**src/rtl/mux_pkg.sv**
```systemverilog
// Shared constants for the registered N:1 multiplexer pipeline.
//   DefaultWidth : default channel / output data width
//   MaxN         : largest supported channel count
//   XferCntW     : width of the output-transfer counter
package mux_pkg;

  localparam int unsigned DefaultWidth = 5;
  localparam int unsigned MaxN         = 16;
  localparam int unsigned XferCntW     = 16;

endpackage

```
**src/rtl/skid_buf.sv**
```systemverilog
// Two-entry (main + skid) valid/ready buffer with a registered in_ready.
// Ports:
//   clk_i, rst_i                    clock, asynchronous active-high reset
//   in_valid_i / in_ready_o         upstream handshake (in_ready_o is a flop)
//   in_payload_i                    payload captured on an input transfer
//   out_valid_o / out_ready_i       downstream handshake
//   out_payload_o                   head-of-line payload (main entry)
module skid_buf #(
  parameter int unsigned Width = 8
) (
  input  logic             clk_i,
  input  logic             rst_i,
  input  logic             in_valid_i,
  output logic             in_ready_o,
  input  logic [Width-1:0] in_payload_i,
  output logic             out_valid_o,
  input  logic             out_ready_i,
  output logic [Width-1:0] out_payload_o
);

  logic             main_valid_q, main_valid_d;
  logic             skid_valid_q, skid_valid_d;
  logic [Width-1:0] main_q, main_d;
  logic [Width-1:0] skid_q, skid_d;
  logic             rdy_q, rdy_d;
  logic             in_fire;
  logic             out_fire;

  assign in_fire  = in_valid_i & rdy_q;
  assign out_fire = main_valid_q & out_ready_i;

  always_comb begin
    main_valid_d = main_valid_q;
    skid_valid_d = skid_valid_q;
    main_d       = main_q;
    skid_d       = skid_q;
    if (skid_valid_q) begin
      // rdy_q is low here, so only the drain path can act.
      if (out_ready_i) begin
        main_d       = skid_q;
        skid_valid_d = 1'b0;
      end
    end else if (in_fire) begin
      if (!main_valid_q || out_fire) begin
        main_d       = in_payload_i;
        main_valid_d = 1'b1;
      end else begin
        skid_d       = in_payload_i;
        skid_valid_d = 1'b1;
      end
    end else if (out_fire) begin
      main_valid_d = 1'b0;
    end
    rdy_d = ~skid_valid_d;
  end

  always_ff @(posedge clk_i or posedge rst_i) begin
    if (rst_i) begin
      main_valid_q <= 1'b0;
      skid_valid_q <= 1'b0;
      main_q       <= '0;
      skid_q       <= '0;
      rdy_q        <= 1'b0;
    end else begin
      main_valid_q <= main_valid_d;
      skid_valid_q <= skid_valid_d;
      main_q       <= main_d;
      skid_q       <= skid_d;
      rdy_q        <= rdy_d;
    end
  end

  assign in_ready_o    = rdy_q;
  assign out_valid_o   = main_valid_q;
  assign out_payload_o = main_q;

endmodule

```
**src/rtl/mux_n_1_reg_pipe.sv**
```systemverilog
// Registered N:1 multiplexer with valid/ready handshakes on both sides.
// The selected channel and its select index are captured into a two-entry
// skid buffer; out-of-range selects yield zero data and set a sticky error.
// Ports:
//   clk, rst              clock, asynchronous active-high reset
//   in_valid / in_ready   upstream handshake (in_ready registered)
//   sel, data             channel index and packed channels (k at [k*WIDTH +: WIDTH])
//   out_valid / out_ready downstream handshake
//   out_data, out_sel     selected value and the select that produced it
//   sel_err               sticky: an accepted sel was >= N
//   xfer_cnt              wrapping count of output transfers
module mux_n_1_reg_pipe
  import mux_pkg::*;
#(
  parameter int unsigned WIDTH = DefaultWidth,
  parameter int unsigned N     = 2,
  parameter int unsigned SELW  = $clog2(N)
) (
  input  logic                clk,
  input  logic                rst,
  input  logic                in_valid,
  output logic                in_ready,
  input  logic [SELW-1:0]     sel,
  input  logic [N*WIDTH-1:0]  data,
  output logic                out_valid,
  input  logic                out_ready,
  output logic [WIDTH-1:0]    out_data,
  output logic [SELW-1:0]     out_sel,
  output logic                sel_err,
  output logic [XferCntW-1:0] xfer_cnt
);

  localparam int unsigned PayW = WIDTH + SELW;

  logic             sel_hit;
  logic [WIDTH-1:0] sel_data;
  logic [PayW-1:0]  in_payload;
  logic [PayW-1:0]  out_payload;
  logic             in_fire;
  logic             out_fire;
  logic                sel_err_q, sel_err_d;
  logic [XferCntW-1:0] xfer_cnt_q, xfer_cnt_d;

  // Compare against each legal index so an out-of-range sel never indexes data.
  always_comb begin
    sel_hit  = 1'b0;
    sel_data = '0;
    for (int k = 0; k < int'(N); k++) begin
      if (sel == SELW'(k)) begin
        sel_hit  = 1'b1;
        sel_data = data[k*WIDTH +: WIDTH];
      end
    end
  end

  assign in_payload = {sel, sel_data};

  skid_buf #(
    .Width(PayW)
  ) u_skid_buf (
    .clk_i        (clk),
    .rst_i        (rst),
    .in_valid_i   (in_valid),
    .in_ready_o   (in_ready),
    .in_payload_i (in_payload),
    .out_valid_o  (out_valid),
    .out_ready_i  (out_ready),
    .out_payload_o(out_payload)
  );

  assign out_sel  = out_payload[PayW-1:WIDTH];
  assign out_data = out_payload[WIDTH-1:0];

  assign in_fire  = in_valid & in_ready;
  assign out_fire = out_valid & out_ready;

  always_comb begin
    sel_err_d  = sel_err_q | (in_fire & ~sel_hit);
    xfer_cnt_d = out_fire ? xfer_cnt_q + 1'b1 : xfer_cnt_q;
  end

  always_ff @(posedge clk or posedge rst) begin
    if (rst) begin
      sel_err_q  <= 1'b0;
      xfer_cnt_q <= '0;
    end else begin
      sel_err_q  <= sel_err_d;
      xfer_cnt_q <= xfer_cnt_d;
    end
  end

  assign sel_err  = sel_err_q;
  assign xfer_cnt = xfer_cnt_q;

endmodule
```
**config.mk**
```make
export PLATFORM = sky130hd
export DESIGN_NAME = mux_n_1_reg_pipe
export DESIGN_NICKNAME = d
export VERILOG_FILES = /design/src/rtl/mux_pkg.sv /design/src/rtl/skid_buf.sv /design/src/rtl/mux_n_1_reg_pipe.sv
export SDC_FILE = /design/constraint.sdc
export NUM_CORES = 1
export LEC_CHECK = 0
export CORE_ASPECT_RATIO = 0.9
export CORE_MARGIN = 2
export CORE_UTILIZATION = 45
export CTS_BUF_LIST = sky130_fd_sc_hd__clkbuf_4 sky130_fd_sc_hd__clkbuf_8
export DETAILED_ROUTE_END_ITERATION = 12
export HOLD_SLACK_MARGIN = 0.05
export PLACE_DENSITY = 0.78
export REMOVE_ABC_BUFFERS = 1
export SETUP_SLACK_MARGIN = 0.15
export SLEW_MARGIN = 15
export SYNTH_ARGS = -nofsm -noshare
export SYNTH_HDL_FRONTEND = slang
export SYNTH_HIERARCHICAL = 1
export SYNTH_SLANG_ARGS = --single-unit
```
**constraint.sdc**
```tcl
create_clock -name clk -period 1.25 [get_ports clk]
set_input_delay 0.1875 -clock clk [delete_from_list [all_inputs] [get_ports clk]]
set_output_delay 0.1875 -clock clk [all_outputs]
set_load 0.01 [all_outputs]
```
======== Yosys cells after proc, flatten, opt, wreduce, memory -nomap -nowiden ========
Index checks and enable logic that the tools add are counted.
W data, S select, Z words.
storage, ports and cells
  bits in registers ....................... 31
  latch bits .............................. 0
  RAM bits ................................ 0
  bits in read-only memories .............. 0
  bits of input ports ..................... 15
  output and inout port bits .............. 25
  memories kept ........................... 0
operators by class
  add/subtract/negate cells ............... 1
  multipliers ............................. 0
  divide/modulo/power cells ............... 0
  $lt $le $gt $ge ......................... 0
  equal/unequal tests ..................... 2
  shift operators ......................... 0
  mux-type cells .......................... 12
  bitwise gates (word level) .............. 5
  reductions and logical operators ........ 8
operators with widths
  kind                     number
  $mux W6                  4
  $add A16 B1 Y16 const B  1
  $reduce_and A3 Y1        3
  $mux W1                  7
  $reduce_bool A2 Y1       3
  $mux W5                  1
  $not A1 Y1               3
  $and A1 B1 Y1            2
  $ne A2 B1 Y1 const B     1
  $ne A2 B2 Y1 const B     1
  $logic_not A1 Y1         1
  $logic_or A1 B1 Y1       1

======== Logic depth before layout (Yosys ltp) ========
Gate-level depths: netlist of run 1.
  depth after elaboration ................. 6
  gate-level depth with buffers ........... 5
  gate-level depth less buffers ........... 5

======== By module ========
Netlist of run 1, hierarchy kept.
modules (own cells, without submodules)
  module            times used  cells each  area each (um^2)  seq. area each (um^2)
  mux_n_1_reg_pipe  1           68          809.5             400.4
  skid_buf          1           46          673.1             375.4

======== Worst setup path before layout of run 1 ========
No wires, ideal clock.
  path type ............................... flip-flop to flip-flop
  start point ............................. register xfer_cnt_q[0] (netlist: xfer_cnt[0])
  end point ............................... register xfer_cnt_q[14] (netlist: xfer_cnt[14])
  data arrival time ....................... 1.321 ns
  required time ........................... 1.125 ns
  setup slack ............................. -0.197 ns
  stages on the path, launching flop included .. 6
  period minus slack after synthesis ...... 1.447 ns
  path through ............................ dfrtp_1 -> ha_1 -> nand3_1 -> nor4_4 -> nand3_1 -> xnor2_1
between the ends
  word-level cells in the longest chain between the ends .. 1
RTL lines
  item                    RTL line                source
  from (decl)             mux_n_1_reg_pipe.sv:42  logic [XferCntW-1:0] xfer_cnt_q, xfer_cnt_d;
  from (signal assigned)  mux_n_1_reg_pipe.sv:88  xfer_cnt_q <= xfer_cnt_d;
  $add A16 B1 Y16         mux_n_1_reg_pipe.sv:79  xfer_cnt_d = out_fire ? xfer_cnt_q + 1'b1 : xfer_cnt_q;
No other way between the ends.
A chain may end at the register's enable or synchronous reset.

======== Worst setup path after layout of run 1 ========
  start point ............................. register xfer_cnt_q[5] (netlist: xfer_cnt[5])
  end point ............................... register xfer_cnt_q[14] (netlist: xfer_cnt[14])
Same word-level chain as after synthesis.

==> results by stage, run 1 <==
Layout:
- Cells fill 85.51% of the core in the end.
- Cells with a size suffix above 1 make up between 60% and 70% of the layout.
- Summing all non-filler instances in the final layout gives an area of 2643 um^2.
- After filler insertion, the fill cell instance count of the layout stands at approximately 150.
- The area growth from synthesis to layout is 78.23%.
- For this run, the number of standard cells in the final layout without fillers is 260.
- The total number of nets in the final design is roughly 230.
- The antenna diode instance count is 0.

Synthesis:
- For this run, asynchronously set or reset flops after synthesis account for 100.0%.
- The cell area after technology mapping is 1483 um^2.
- The average footprint of a synthesized cell is approximately 13 um^2.
- The most frequently used cell type in the post-synthesis netlist is sky130_fd_sc_hd__dfrtp_1.
- Summed over its instances, the top area cell type makes up between 50% and 60% of the synthesized netlist area.
- After technology mapping, the gate count stands at ~110.
- Sorting the synthesized cells by area gives the leading types as sky130_fd_sc_hd__dfrtp_1, sky130_fd_sc_hd__mux2_2, sky130_fd_sc_hd__xnor2_1.
- By count the netlist is led by sky130_fd_sc_hd__dfrtp_1, sky130_fd_sc_hd__mux2_2, sky130_fd_sc_hd__xnor2_1.
- Counting distinct cell types in the post-synthesis netlist gives 25.
- Counting flops with a built-in enable in the synthesized netlist gives 0.
- In the synthesized netlist the dominant register cell turns out to be sky130_fd_sc_hd__dfrtp_1.
- The sequential fraction of the synthesis area is 52.32%.
- The Yosys warning count is 6.
- After synthesis the netlist holds a flip-flop and latch count of 31.
- The cell type with the highest aggregate area in the netlist is sky130_fd_sc_hd__dfrtp_1.

Clock network:
- The root buffer cell is sky130_fd_sc_hd__clkbuf_4.
- The deepest clock path buffer count is 2.
- CTS saw 31 sinks.
- Clock latency on the worst-skew pair, taken at its later pin, is roughly 350 ps.
- Clock-pin slew was measured on the worst setup and hold paths at about 110 ps.
- TritonCTS created 5 clock buffers.
- TritonCTS built the clock tree.
- In this run the number of H-tree levels came out at 2.
- The hold buffer count at cts is 0.

Global routing:
- The number of antenna violations at the first check in global routing is 0.
- The first global-routing pass estimated about 7400 um of wire.
- Entering global routing, the biggest net connects 17 pins.
- The aggregate global-route resource usage is between 20% and 30%.
- The total congestion overflow is 0.
- The via count of the first global-routing pass is roughly 1.5k.

Die:
- The area of the core is between 3000 and 4000 um^2.
- The floorplan has 19 rows.
- The floorplan step defined a die boundary enclosing 3771 um^2.
- From bottom edge to top edge, the die measures approximately 58 um.
- The x dimension of the die is 64.51 um.
- The initial utilization of the core area, before any placement, comes to 47.98%.
- The number of top-level pins is 40.

Pwr:
- VDD sags by at most 1.107 mV.
- Power spread over the standard cell area amounts to 1754 nW/um^2.
- The overall power of the completed layout is ~4.6 mW.
- In this run the static leakage power is 1.316 nW.

Critical path:
- The number of buffers and inverters on the critical path is 2.
- The peak fanout along the critical path is 3.
- The largest incremental delay on the critical path is 400 ps.
- The critical path depth in cells is 6.
- The launch point of the critical path is xfer_cnt[5].
- Data on the critical path is required at its endpoint by ~1500 ps.
- The critical path capture point type is a flop.
- The worst setup path is of the flop to flop kind.
- Data on the critical path arrives at its endpoint at 1700 ps.
- The slowest stage of the critical path is the sky130_fd_sc_hd__dfrtp_1 cell.
- The capturing instance or port of the critical path is xfer_cnt[14].
- The end of the worst register-to-register path is xfer_cnt[14].
- The worst setup path is launched from a flop.
- The number of cells on the worst reg-to-reg path is 6.
- The setup slack of the most critical reg-to-reg path is -210 ps.
- Walking the worst path, the cells encountered are buf_6, buf_4, nand3_4, nor4_4, nand3_1, xnor2_1.
- The largest delay contributor family on the critical path is simple AND/OR/NAND/NOR gates.
- The worst flop-to-flop path startpoint is xfer_cnt[5].

Placed design:
- The placement-stage cell area is 2081 um^2.
- The post-detailed-placement half-perimeter wirelength is 2374 um.
- The final estimated routing congestion in global placement is between 0.7 and 0.8.
- Port buffering added 38 buffers.
- The total placed cells including tap cells is around 220.

Status:
- The final reports fail on negative setup slack.
- The flow ran to the end, but the final reports show violations.

Timing:
- Clock skew on the completed layout was measured at between 10 and 15 ps.
- The tightest hold path in the finished design has a slack of between 150 and 200 ps.
- The post-route fraction of the period consumed by the critical path is 116.6%.
- Setup repair after global routing could not meet its margin everywhere.
- The final hold violation count is 0.
- The final number of max-transition violations is 0.
- The fmax is 686.3 MHz.
- The worst-case setup margin in the final layout is -207.1 ps.
- The routed design could run at a clock period as short as 1457 ps.
- Setup violations remaining at the end of the flow were counted as 30.

Drt:
- The pre-antenna-repair detailed-routing pass consisted of 4 iterations.
- The average wire length per cell after detail routing is between 15 and 20 um.
- The first routing iteration left 63 violations.
- The number of vias per cell after detailed routing is 5.162.
- The total vias in the final route is 1,342.
- The count of nets left with antenna violations after detail routing is 0.
- Wires add up to around 4700 um.
- For this run, design rule violations remaining after detail routing come to 0.

Hold path:
- The path class of the tightest hold or removal check is input pin to async pin.

Job:
- The number of maximum-capacitance violations is 0.
## final cells by class
type                    instances  area, um^2  share of cell area, %
repair buffers                 98       864.6                  32.72
multi-input cells              77       847.1                  32.05
flip-flops and latches         31       777.0                  29.40
well taps                      42       52.55                  1.989
clock buffers                   6       51.30                  1.941
clock inverters                 2       35.03                  1.326
inverters                       4       15.01                 0.5682
## per-stage QoR
stage               setup TNS [ps]  worst slack (ps)
finish                       -2700            -207.1
global route                 -4412            -249.0
global placement            -11000            -577.7
floorplan                    -2137            -196.5
CTS                          -1435            -126.9
detailed placement          -11810            -631.3
## sequential cells by signal, indices dropped and copies added, names as in the netlist
signal and count:
u_skid_buf/out_valid_o 1, u_skid_buf/skid_q 6, u_skid_buf/out_payload_o 6, u_skid_buf/skid_valid_q 1
u_skid_buf/in_ready_o 1, xfer_cnt 16
## cells by family (layout without fill, tap and decap cells)
logic type	after synthesis	count (layout)	synth area share [%]
AO/OA/AOI/OAI	4	4	2.194
buffers and inverters	6	110	2.025
multiplexers	24	24	18.23
other	1	1	0.2529
adder cells (fa/ha/maj)	1	1	0.8437
XOR/XNOR	15	15	8.861
AND/OR/NAND/NOR	32	32	15.28
flip-flops	31	31	52.32
## worst min path at each step
stage	slack (ps)	depth (start not counted)	endpoint	from
finish	160	3	u_skid_buf/out_payload_o[5]	rst
detailed placement	470	1	xfer_cnt[15]	xfer_cnt[15]
floorplan	90	1	u_skid_buf/in_ready_o	rst
global placement	460	1	xfer_cnt[15]	xfer_cnt[15]
CTS	180	3	u_skid_buf/skid_q[4]	rst
global route	200	3	u_skid_buf/skid_q[2]	rst
## layer usage
layer,part of all wire [%],global-route usage [%],vias to the layer above,routed length (um)
li1,-,-,601,-
met1,38,29.82,672,1783
met2,54,47.32,53,2532
met3,4.3,6.119,16,202
met4,4.1,12.77,0,193
met5,0,0,-,0
## power breakdown
| group | internal [mW] | total, mW | switching, mW |
|---|---|---|---|
| Combinational | 1.39 | 2.28 | 0.888 |
| Clock | 0.473 | 0.864 | 0.392 |
| Sequential | 1.28 | 1.49 | 0.209 |
| Total | 3.15 | 4.64 | 1.49 |
## worst register-to-register path, cell delays in order, from the launching register on
cell and delay, ps:
sky130_fd_sc_hd__dfrtp_1 400, sky130_fd_sc_hd__buf_6 130, sky130_fd_sc_hd__buf_4 120, sky130_fd_sc_hd__nand3_4 90, sky130_fd_sc_hd__nor4_4 310, sky130_fd_sc_hd__nand3_1 160, sky130_fd_sc_hd__xnor2_1 150
## cells in the final DEF (no fill, tap or decap), types with 2 or more instances in the layout
master / instances
sky130_fd_sc_hd__buf_2: 14
sky130_fd_sc_hd__buf_4: 35
sky130_fd_sc_hd__mux2_4: 18
sky130_fd_sc_hd__clkbuf_4: 5
sky130_fd_sc_hd__buf_6: 35
sky130_fd_sc_hd__xnor2_1: 9
sky130_fd_sc_hd__mux2_2: 6
sky130_fd_sc_hd__nand2_1: 3
sky130_fd_sc_hd__dlygate4sd2_1: 2
sky130_fd_sc_hd__nor2_2: 2
sky130_fd_sc_hd__nand3_4: 2
sky130_fd_sc_hd__clkdlybuf4s50_1: 12
sky130_fd_sc_hd__inv_1: 4
sky130_fd_sc_hd__nand3_2: 2
sky130_fd_sc_hd__nor3_4: 2
sky130_fd_sc_hd__nand2_2: 3
sky130_fd_sc_hd__nor4_4: 2
sky130_fd_sc_hd__nor2_1: 2
sky130_fd_sc_hd__dfrtp_1: 30
sky130_fd_sc_hd__nand3_1: 3
sky130_fd_sc_hd__nand4_4: 2
sky130_fd_sc_hd__xor2_1: 6
sky130_fd_sc_hd__nand4_1: 2
## what timing repair did
item | in CTS | in global routing
pin swaps | 21 | 9
setup buffers | 30 | 6
endpoints found under the setup margin | 51 | 48
resized for setup | 160 | 18
endpoints found under the hold margin | 0 | 0
Note: power is estimated with default switching activity, not from simulation.
==> run 2, diff against run 1 <==
--- a/config.mk
+++ b/config.mk
@@ -12,10 +12,10 @@
 export DETAILED_ROUTE_END_ITERATION = 12
 export HOLD_SLACK_MARGIN = 0.05
 export PLACE_DENSITY = 0.78
-export REMOVE_ABC_BUFFERS = 1
 export SETUP_SLACK_MARGIN = 0.15
 export SLEW_MARGIN = 15
 export SYNTH_ARGS = -nofsm -noshare
 export SYNTH_HDL_FRONTEND = slang
 export SYNTH_HIERARCHICAL = 1
 export SYNTH_SLANG_ARGS = --single-unit
+export TNS_END_PERCENT = 30
==> results by stage, run 2 (same netlist as run 1, synthesis figures left out) <==
Status:
- Run status: complete, but fails checks (unchanged).
- Violated checks: negative setup slack (unchanged).

Clock network:
- The number of buffers created by CTS is 5 (unchanged).
- The deepest clock path buffer count was 2 (unchanged).
- The hold buffer count at cts is 0 (unchanged).
- The clock tree from TritonCTS is done (unchanged).
- The latest clock arrival within the worst-skew pair came to 320 ps (was 350 ps).
- The clock-pin slew of the registers on the worst-case setup and hold paths is 100 ps (was 110 ps).
- The number of clock sinks seen by CTS came to 31 (unchanged).
- The count of H-tree levels built during CTS is 2 (unchanged).
- The root buffer cell is sky130_fd_sc_hd__clkbuf_4 (unchanged).

Placed design:
- The final estimated routing congestion in global placement is 0.8223 (was 0.7677).
- The count of buffers inserted at the top-level ports is 38 (unchanged).
- The total placed cells including tap cells is 212 (was 216).
- The post-detailed-placement half-perimeter wirelength is 2364 um (was 2374 um).
- The placement-stage cell area was 2108 um^2 (was 2081 um^2).

Pwr:
- The internal cell power came to 2.646 mW (was 3.148 mW).
- The ratio of total power to cell area is 1682 nW/um^2 (was 1754 nW/um^2).
- The clock network fraction of design power was 15.3% (was 18.6%).
- The maximum vdd ir drop is 1.047 mV (was 1.107 mV).
- The part of the power in combinational logic is 45.8% (was 49.2%).
- The switching share of power is 31.59% (was 32.10%).
- The cell leakage power was 1.088 nW (was 1.316 nW).
- The relative contribution of sequential cells to total power came to 39.0% (was 32.2%).
- The switching power is 1.221 mW (was 1.488 mW).

Drt:
- The number of vias per cell after detailed routing is 4.893 (was 5.162).
- The total wire length after detailed routing is 3372 um (was 4711 um).
- The highest metal layer with signal wires is met4 (unchanged).
- The residual DRC count is 0 (unchanged).
- The length of routed met3 wiring is 118 um (was 202 um).
- The count of nets left with antenna violations after detail routing is 0 (unchanged).
- The average wire length per cell after detail routing was 14.47 um (was 18.12 um).
- The detailed-routing iteration count for the pre-antenna-repair pass is 6 (was 4).
- The total vias in the final route is 1,140 (was 1,342).
- The routed wire length on met2 was 1678 um (was 2532 um).
- The number of DRC markers after the initial detailed-route iteration is 31 (was 63).
- The detailed-routing wirelength on met1 was 1535 um (was 1783 um).

Critical path:
- The largest incremental delay on the critical path is 410 ps (was 400 ps).
- The data required time at the worst endpoint came to 1490 ps (about the same).
- The type of the worst setup path is flop to flop (unchanged).
- The setup slack of the most critical reg-to-reg path was -150 ps (was -210 ps).
- The peak fanout along the critical path is 3 (unchanged).
- The arrival time at the worst endpoint came to 1640 ps (was 1700 ps).
- The critical path capture point type was a flop (unchanged).
- The worst-path cell with the longest stage delay was sky130_fd_sc_hd__dfrtp_2 (was sky130_fd_sc_hd__dfrtp_1).
- The startpoint class of the critical path is a flop (unchanged).
- Crit-path cells: buf_12, nand4_4, nor4_4, nand3_1, xnor2_1 (was buf_6, buf_4, nand3_4, nor4_4, nand3_1, xnor2_1).

Layout:
- The area growth from synthesis to layout is 55.11% (was 78.23%).
- The number of standard cells in the final layout excluding fillers is 233 (was 260).
- The total number of nets in the final design came to 206 (was 233).
- The fraction of layout instances using a drive strength above 1 is 60.73% (was 64.22%).
- The flip-flop count of the largest register after layout is 16 (unchanged).
- Most frequent cells in the layout: sky130_fd_sc_hd__buf_4, sky130_fd_sc_hd__dfrtp_1, sky130_fd_sc_hd__buf_2, sky130_fd_sc_hd__buf_6 (was sky130_fd_sc_hd__buf_6, sky130_fd_sc_hd__buf_4, sky130_fd_sc_hd__dfrtp_1, sky130_fd_sc_hd__mux2_4, sky130_fd_sc_hd__buf_2).
- The summed area of non-filler cells in the final layout was 2300 um^2 (was 2643 um^2).
- The antenna diode instance count is 0 (unchanged).
- The number of inserted filler cells in the final layout is 199 (was 149).

Die:
- The starting density of the core is 47.98% (unchanged).
- The number of top-level pins is 40 (unchanged).
- The die outline area was 3771 um^2 (unchanged).
- The x dimension of the die is 64.51 um (unchanged).
- The count of standard-cell rows is 19 (unchanged).
- The vertical die dimension is 58.46 um (unchanged).
- The area of the core is 3090 um^2 (unchanged).

Global routing:
- The aggregate global-route resource usage is 19.42% (was 26.32%).
- The largest net degree at the start of global routing was 17 (unchanged).
- The number of antenna violations at the first check in global routing was 0 (unchanged).
- The via count of the first global-routing pass is 1,188 (was 1,518).
- The total congestion overflow was 0 (unchanged).
- The global-route wire length before repair is 5451 um (was 7383 um).

Timing:
- The worst-case setup margin in the final layout came to -148.7 ps (was -207.1 ps).
- RSZ-0062 raised after global routing: true (unchanged).
- The post-route minimum period came to 1399 ps (was 1457 ps).
- The count of final setup violators is 21 (was 30).
- The fmax came to 714.9 MHz (was 686.3 MHz).
- The final-layout setup total negative slack is -1795 ps (was -2700 ps).
- The final hold violation count is 0 (unchanged).
- The final number of max-transition violations was 0 (unchanged).
- The post-route fraction of the period consumed by the critical path is 111.9% (was 116.6%).
- The worst clock skew came to 23.20 ps (was 10.44 ps).

Synthesis:
- The number of nets handed over by synthesis was 130.

Hold path:
- The type of the most critical hold path is input pin to async pin (unchanged).

Job:
- The number of maximum-capacitance violations is 0 (unchanged).
[run 2: changes by cell type in the layout (fill, tap and decap cells not counted), moves of 4 or more]
cell | previous run | this run
sky130_fd_sc_hd__buf_6 | 35 | 16
sky130_fd_sc_hd__buf_4 | 35 | 20
sky130_fd_sc_hd__dfrtp_1 | 30 | 20
sky130_fd_sc_hd__dfrtp_2 | 1 | 11
sky130_fd_sc_hd__mux2_2 | 6 | 12
sky130_fd_sc_hd__mux2_4 | 18 | 12
sky130_fd_sc_hd__buf_2 | 14 | 18
[run 2: metal layers]
| layer | vias to the layer above | GRT usage (%) |
|---|---|---|
| li1 | 549 | - |
| met1 | 565 | 25.12 |
| met2 | 22 | 31.99 |
| met3 | 4 | 4.398 |
| met4 | 0 | 7.903 |
| met5 | - | 0 |
[run 2: final cells by class]
type / instances / area [um^2] / area share [%]
tap: 42 / 52.55 / 2.285
inverter: 4 / 15.01 / 0.6529
clock inverter: 1 / 5.005 / 0.2176
clock buffer: 7 / 52.55 / 2.285
timing repair buffer: 71 / 591.8 / 25.73
sequential: 31 / 789.5 / 34.33
multi-input combinational: 77 / 793.3 / 34.49
[run 2: worst max-delay path, delay by kind of cell (launching register included)]
kind / cells / cell delay [ps]
simple gates: 3 / 580
buf+inv: 1 / 120
xor+xnor: 1 / 190
flops: 1 / 410
[run 2: through the flow]
stage               hold slack, ps  util, %  total power, mW  worst slack, ps
floorplan                    88.91        -            2.181           -69.05
global placement             460.4    68.22            2.877           -571.9
detailed placement           488.2    68.22            2.935           -598.6
CTS                          172.1    72.67            3.742           -168.9
global route                 193.3    74.41            4.082           -217.0
finish                       173.8    74.41            3.867           -148.7
[run 2: power groups by stage]
stage                     Combinational, mW  Clock [mW]  Sequential, mW
final                                  1.77       0.590            1.51
after CTS                              1.64       0.607            1.49
after floorplan                       0.507           0            1.67
after global placement                 1.30           0            1.58
after global routing                   1.89       0.650            1.54
after detailed placement               1.34           0            1.59
[run 2: path summary, 6_finish.rpt]
check	startpoint	end	depth (start not counted)
max in group asynchronous	rst	xfer_cnt[1]	3
worst min-delay path	rst	u_skid_buf/in_ready_o	3
min in group clk	out_ready	u_skid_buf/out_valid_o	4
worst min register to register	xfer_cnt[13]	xfer_cnt[13]	1
worst max-delay path	xfer_cnt[4]	xfer_cnt[15]	5
worst max register to register	xfer_cnt[4]	xfer_cnt[15]	5
[run 2: what timing repair did]
item	in CTS	in global routing
setup endpoints to repair	51	38
resized for setup	113	16
setup buffers	11	2
pin swaps	9	4
==> run 3, diff against run 2 <==
--- a/config.mk
+++ b/config.mk
@@ -18,4 +18,3 @@
 export SYNTH_HDL_FRONTEND = slang
 export SYNTH_HIERARCHICAL = 1
 export SYNTH_SLANG_ARGS = --single-unit
-export TNS_END_PERCENT = 30
==> results by stage, run 3 (same netlist as run 1, synthesis figures left out) <==
Status:
- Run status: complete, but fails checks (unchanged).
- Violated checks: negative setup slack (unchanged).

Timing:
- The final hold violation count is 0 (unchanged).
- The final number of max-transition violations was 0 (unchanged).
- The count of final setup violators is 26 (was 21).
- The smallest hold slack is 168.9 ps (was 173.8 ps).
- The worst clock skew is 18.02 ps (was 23.20 ps).
- The worst-case setup margin in the final layout came to -184.9 ps (was -148.7 ps).
- The post-route minimum period is 1435 ps (was 1399 ps).
- The fmax is 696.9 MHz (was 714.9 MHz).
- RSZ-0062 raised after global routing: true (unchanged).
- The post-route fraction of the period consumed by the critical path is 114.8% (was 111.9%).

Layout:
- The total number of nets in the final design is 227 (was 206).
- The flip-flop count of the largest register after layout is 16 (unchanged).
- The antenna diode instance count came to 0 (unchanged).
- The library cell used most frequently in the layout, excluding fill and tap cells, is sky130_fd_sc_hd__buf_4.
- The area growth from synthesis to layout is 78.90% (was 55.11%).
- The fraction of layout instances using a drive strength above 1 is 69.34% (was 60.73%).
- Most frequent cells in the layout: sky130_fd_sc_hd__buf_4, sky130_fd_sc_hd__buf_6, sky130_fd_sc_hd__dfrtp_1, sky130_fd_sc_hd__mux2_4, sky130_fd_sc_hd__buf_2 (was sky130_fd_sc_hd__buf_4, sky130_fd_sc_hd__dfrtp_1, sky130_fd_sc_hd__buf_2, sky130_fd_sc_hd__buf_6).

Clock network:
- The number of buffers created by CTS is 5 (unchanged).
- The hold buffer count at cts is 0 (unchanged).
- The count of H-tree levels built during CTS is 2 (unchanged).
- The clock tree from TritonCTS is done (unchanged).
- The latest clock arrival within the worst-skew pair is 340 ps (was 320 ps).
- The root buffer cell was sky130_fd_sc_hd__clkbuf_4 (unchanged).
- The deepest clock path buffer count is 2 (unchanged).
- The number of clock sinks seen by CTS was 31 (unchanged).
- The clock-pin slew of the registers on the worst-case setup and hold paths is 110 ps (was 100 ps).

Global routing:
- The largest net degree at the start of global routing is 17 (unchanged).
- The aggregate global-route resource usage was 24.39% (was 19.42%).
- The via count of the first global-routing pass is 1,339 (was 1,188).
- The number of antenna violations at the first check in global routing is 0 (unchanged).
- The total congestion overflow is 0 (unchanged).
- The global-route wire length before repair is 6630 um (was 5451 um).

Die:
- The die outline area is 3771 um^2 (unchanged).
- The area of the core was 3090 um^2 (unchanged).
- The x dimension of the die came to 64.51 um (unchanged).
- The count of standard-cell rows was 19 (unchanged).
- The starting density of the core is 47.98% (unchanged).
- The number of top-level pins was 40 (unchanged).
- The vertical die dimension came to 58.46 um (unchanged).

Drt:
- The number of DRC markers after the initial detailed-route iteration is 30 (was 31).
- The count of nets left with antenna violations after detail routing is 0 (unchanged).
- The total vias in the final route is 1,315 (was 1,140).
- The average wire length per cell after detail routing was 18.89 um (was 14.47 um).
- The residual DRC count is 0 (unchanged).
- The detailed-routing iteration count for the pre-antenna-repair pass is 4 (was 6).
- The number of vias per cell after detailed routing is 5.177 (was 4.893).
- The total wire length after detailed routing is 4798 um (was 3372 um).

Pwr:
- The part of the power in combinational logic is 52.0% (was 45.8%).
- The clock network fraction of design power is 15.3% (about the same).
- The cell leakage power is 1.295 nW (was 1.088 nW).
- The maximum vdd ir drop is 1.270 mV (was 1.047 mV).
- The switching share of power is 33.14% (was 31.59%).
- The internal cell power is 3.111 mW (was 2.646 mW).
- The relative contribution of sequential cells to total power is 32.6% (was 39.0%).
- The switching power is 1.542 mW (was 1.221 mW).
- The ratio of total power to cell area is 1754 nW/um^2 (was 1682 nW/um^2).

Placed design:
- The worst-case setup slack after placement was -597.6 ps (was -598.6 ps).
- The post-detailed-placement half-perimeter wirelength is 2358 um (was 2364 um).
- The final estimated routing congestion in global placement is 0.8007 (was 0.8223).
- The count of buffers inserted at the top-level ports is 38 (unchanged).

Critical path:
- The type of the worst setup path is flop to flop (unchanged).
- The critical path capture point type is a flop (unchanged).
- The data required time at the worst endpoint is 1510 ps (was 1490 ps).
- The arrival time at the worst endpoint was 1690 ps (was 1640 ps).
- The startpoint class of the critical path is a flop (unchanged).
- The peak fanout along the critical path is 3 (unchanged).

Hold path:
- The type of the most critical hold path is input pin to async pin (unchanged).

Synthesis:
- The post-synth net total came to 130 (unchanged).

Job:
- The number of maximum-capacitance violations is 0 (unchanged).
## run 3: changes by cell type in the layout (fill, tap and decap cells not counted), sizes merged
| cell | before | now |
|---|---|---|
| buf | 55 | 78 |
| clkinv | 1 | 0 |
| dlygate4sd2 | 3 | 2 |
## run 3: cell type report
cell class | instances | area (um^2)
inverter | 4 | 15.01
multi-input combinational | 77 | 918.4
fill | 145 | 437.9
sequential | 31 | 789.5
timing repair buffer | 92 | 804.5
clock buffer | 8 | 72.57
tap | 42 | 52.55
## run 3: worst max-delay path, cell delays in order (launching register included)
cell and delay [ps]:
sky130_fd_sc_hd__dfrtp_2 400, sky130_fd_sc_hd__buf_6 130, sky130_fd_sc_hd__nand4_4 130, sky130_fd_sc_hd__buf_6 150
sky130_fd_sc_hd__or2_4 270, sky130_fd_sc_hd__nor2_4 90, sky130_fd_sc_hd__xor2_1 180
## run 3: metrics by stage
| stage | total power, mW | area (um^2) | setup TNS (ps) | util, % | std cells |
|---|---|---|---|---|---|
| after global placement | 2.889 | 2143 | -11470 | 69.35 | 215 |
| after global routing | 4.824 | 2653 | -4115 | 85.83 | 254 |
| after detailed placement | 2.933 | 2143 | -12160 | 69.35 | 215 |
| final | 4.653 | 2653 | -2880 | 85.83 | 254 |
| after floorplan | 2.193 | 1553 | -472.6 | - | 114 |
| after CTS | 3.970 | 2404 | -1581 | 77.77 | 244 |
## run 3: timing repair
action,4_1_cts,5_1_grt
endpoints found under the setup margin,53,44
gates resized for setup,133,38
buffers inserted,21,10
pin swaps,25,16
endpoints found under the hold margin,0,0
## run 3: final timing paths
| check | from | endpoint | slack (ps) | cells past startpoint |
|---|---|---|---|---|
| min in group clk | out_ready | u_skid_buf/out_valid_o | 430 | 4 |
| max | xfer_cnt[2] | xfer_cnt[7] | -180 | 6 |
| min reg2reg | u_skid_buf/out_payload_o[0] | u_skid_buf/out_payload_o[0] | 520 | 1 |
| max reg2reg | xfer_cnt[2] | xfer_cnt[7] | -180 | 6 |
| min | rst | xfer_cnt[5] | 170 | 3 |
| max in group asynchronous | rst | xfer_cnt[0] | 870 | 3 |
## run 3: routing by layer
layer,vias up,share of wire (%),global-route usage (%),wire (um)
li1,589,-,-,-
met1,670,43,28.21,2061
met2,40,49,41.96,2370
met3,16,3.3,6.883,159
met4,0,4.3,12.46,206
met5,-,0,0,0
## run 3: power by group through the flow
stage	clock (mW)	combinational (mW)	sequential (mW)
after floorplan	0	0.513	1.68
after global placement	0	1.30	1.59
after detailed placement	0	1.32	1.61
after CTS	0.698	1.79	1.48
after global routing	0.753	2.52	1.55
final	0.713	2.42	1.52
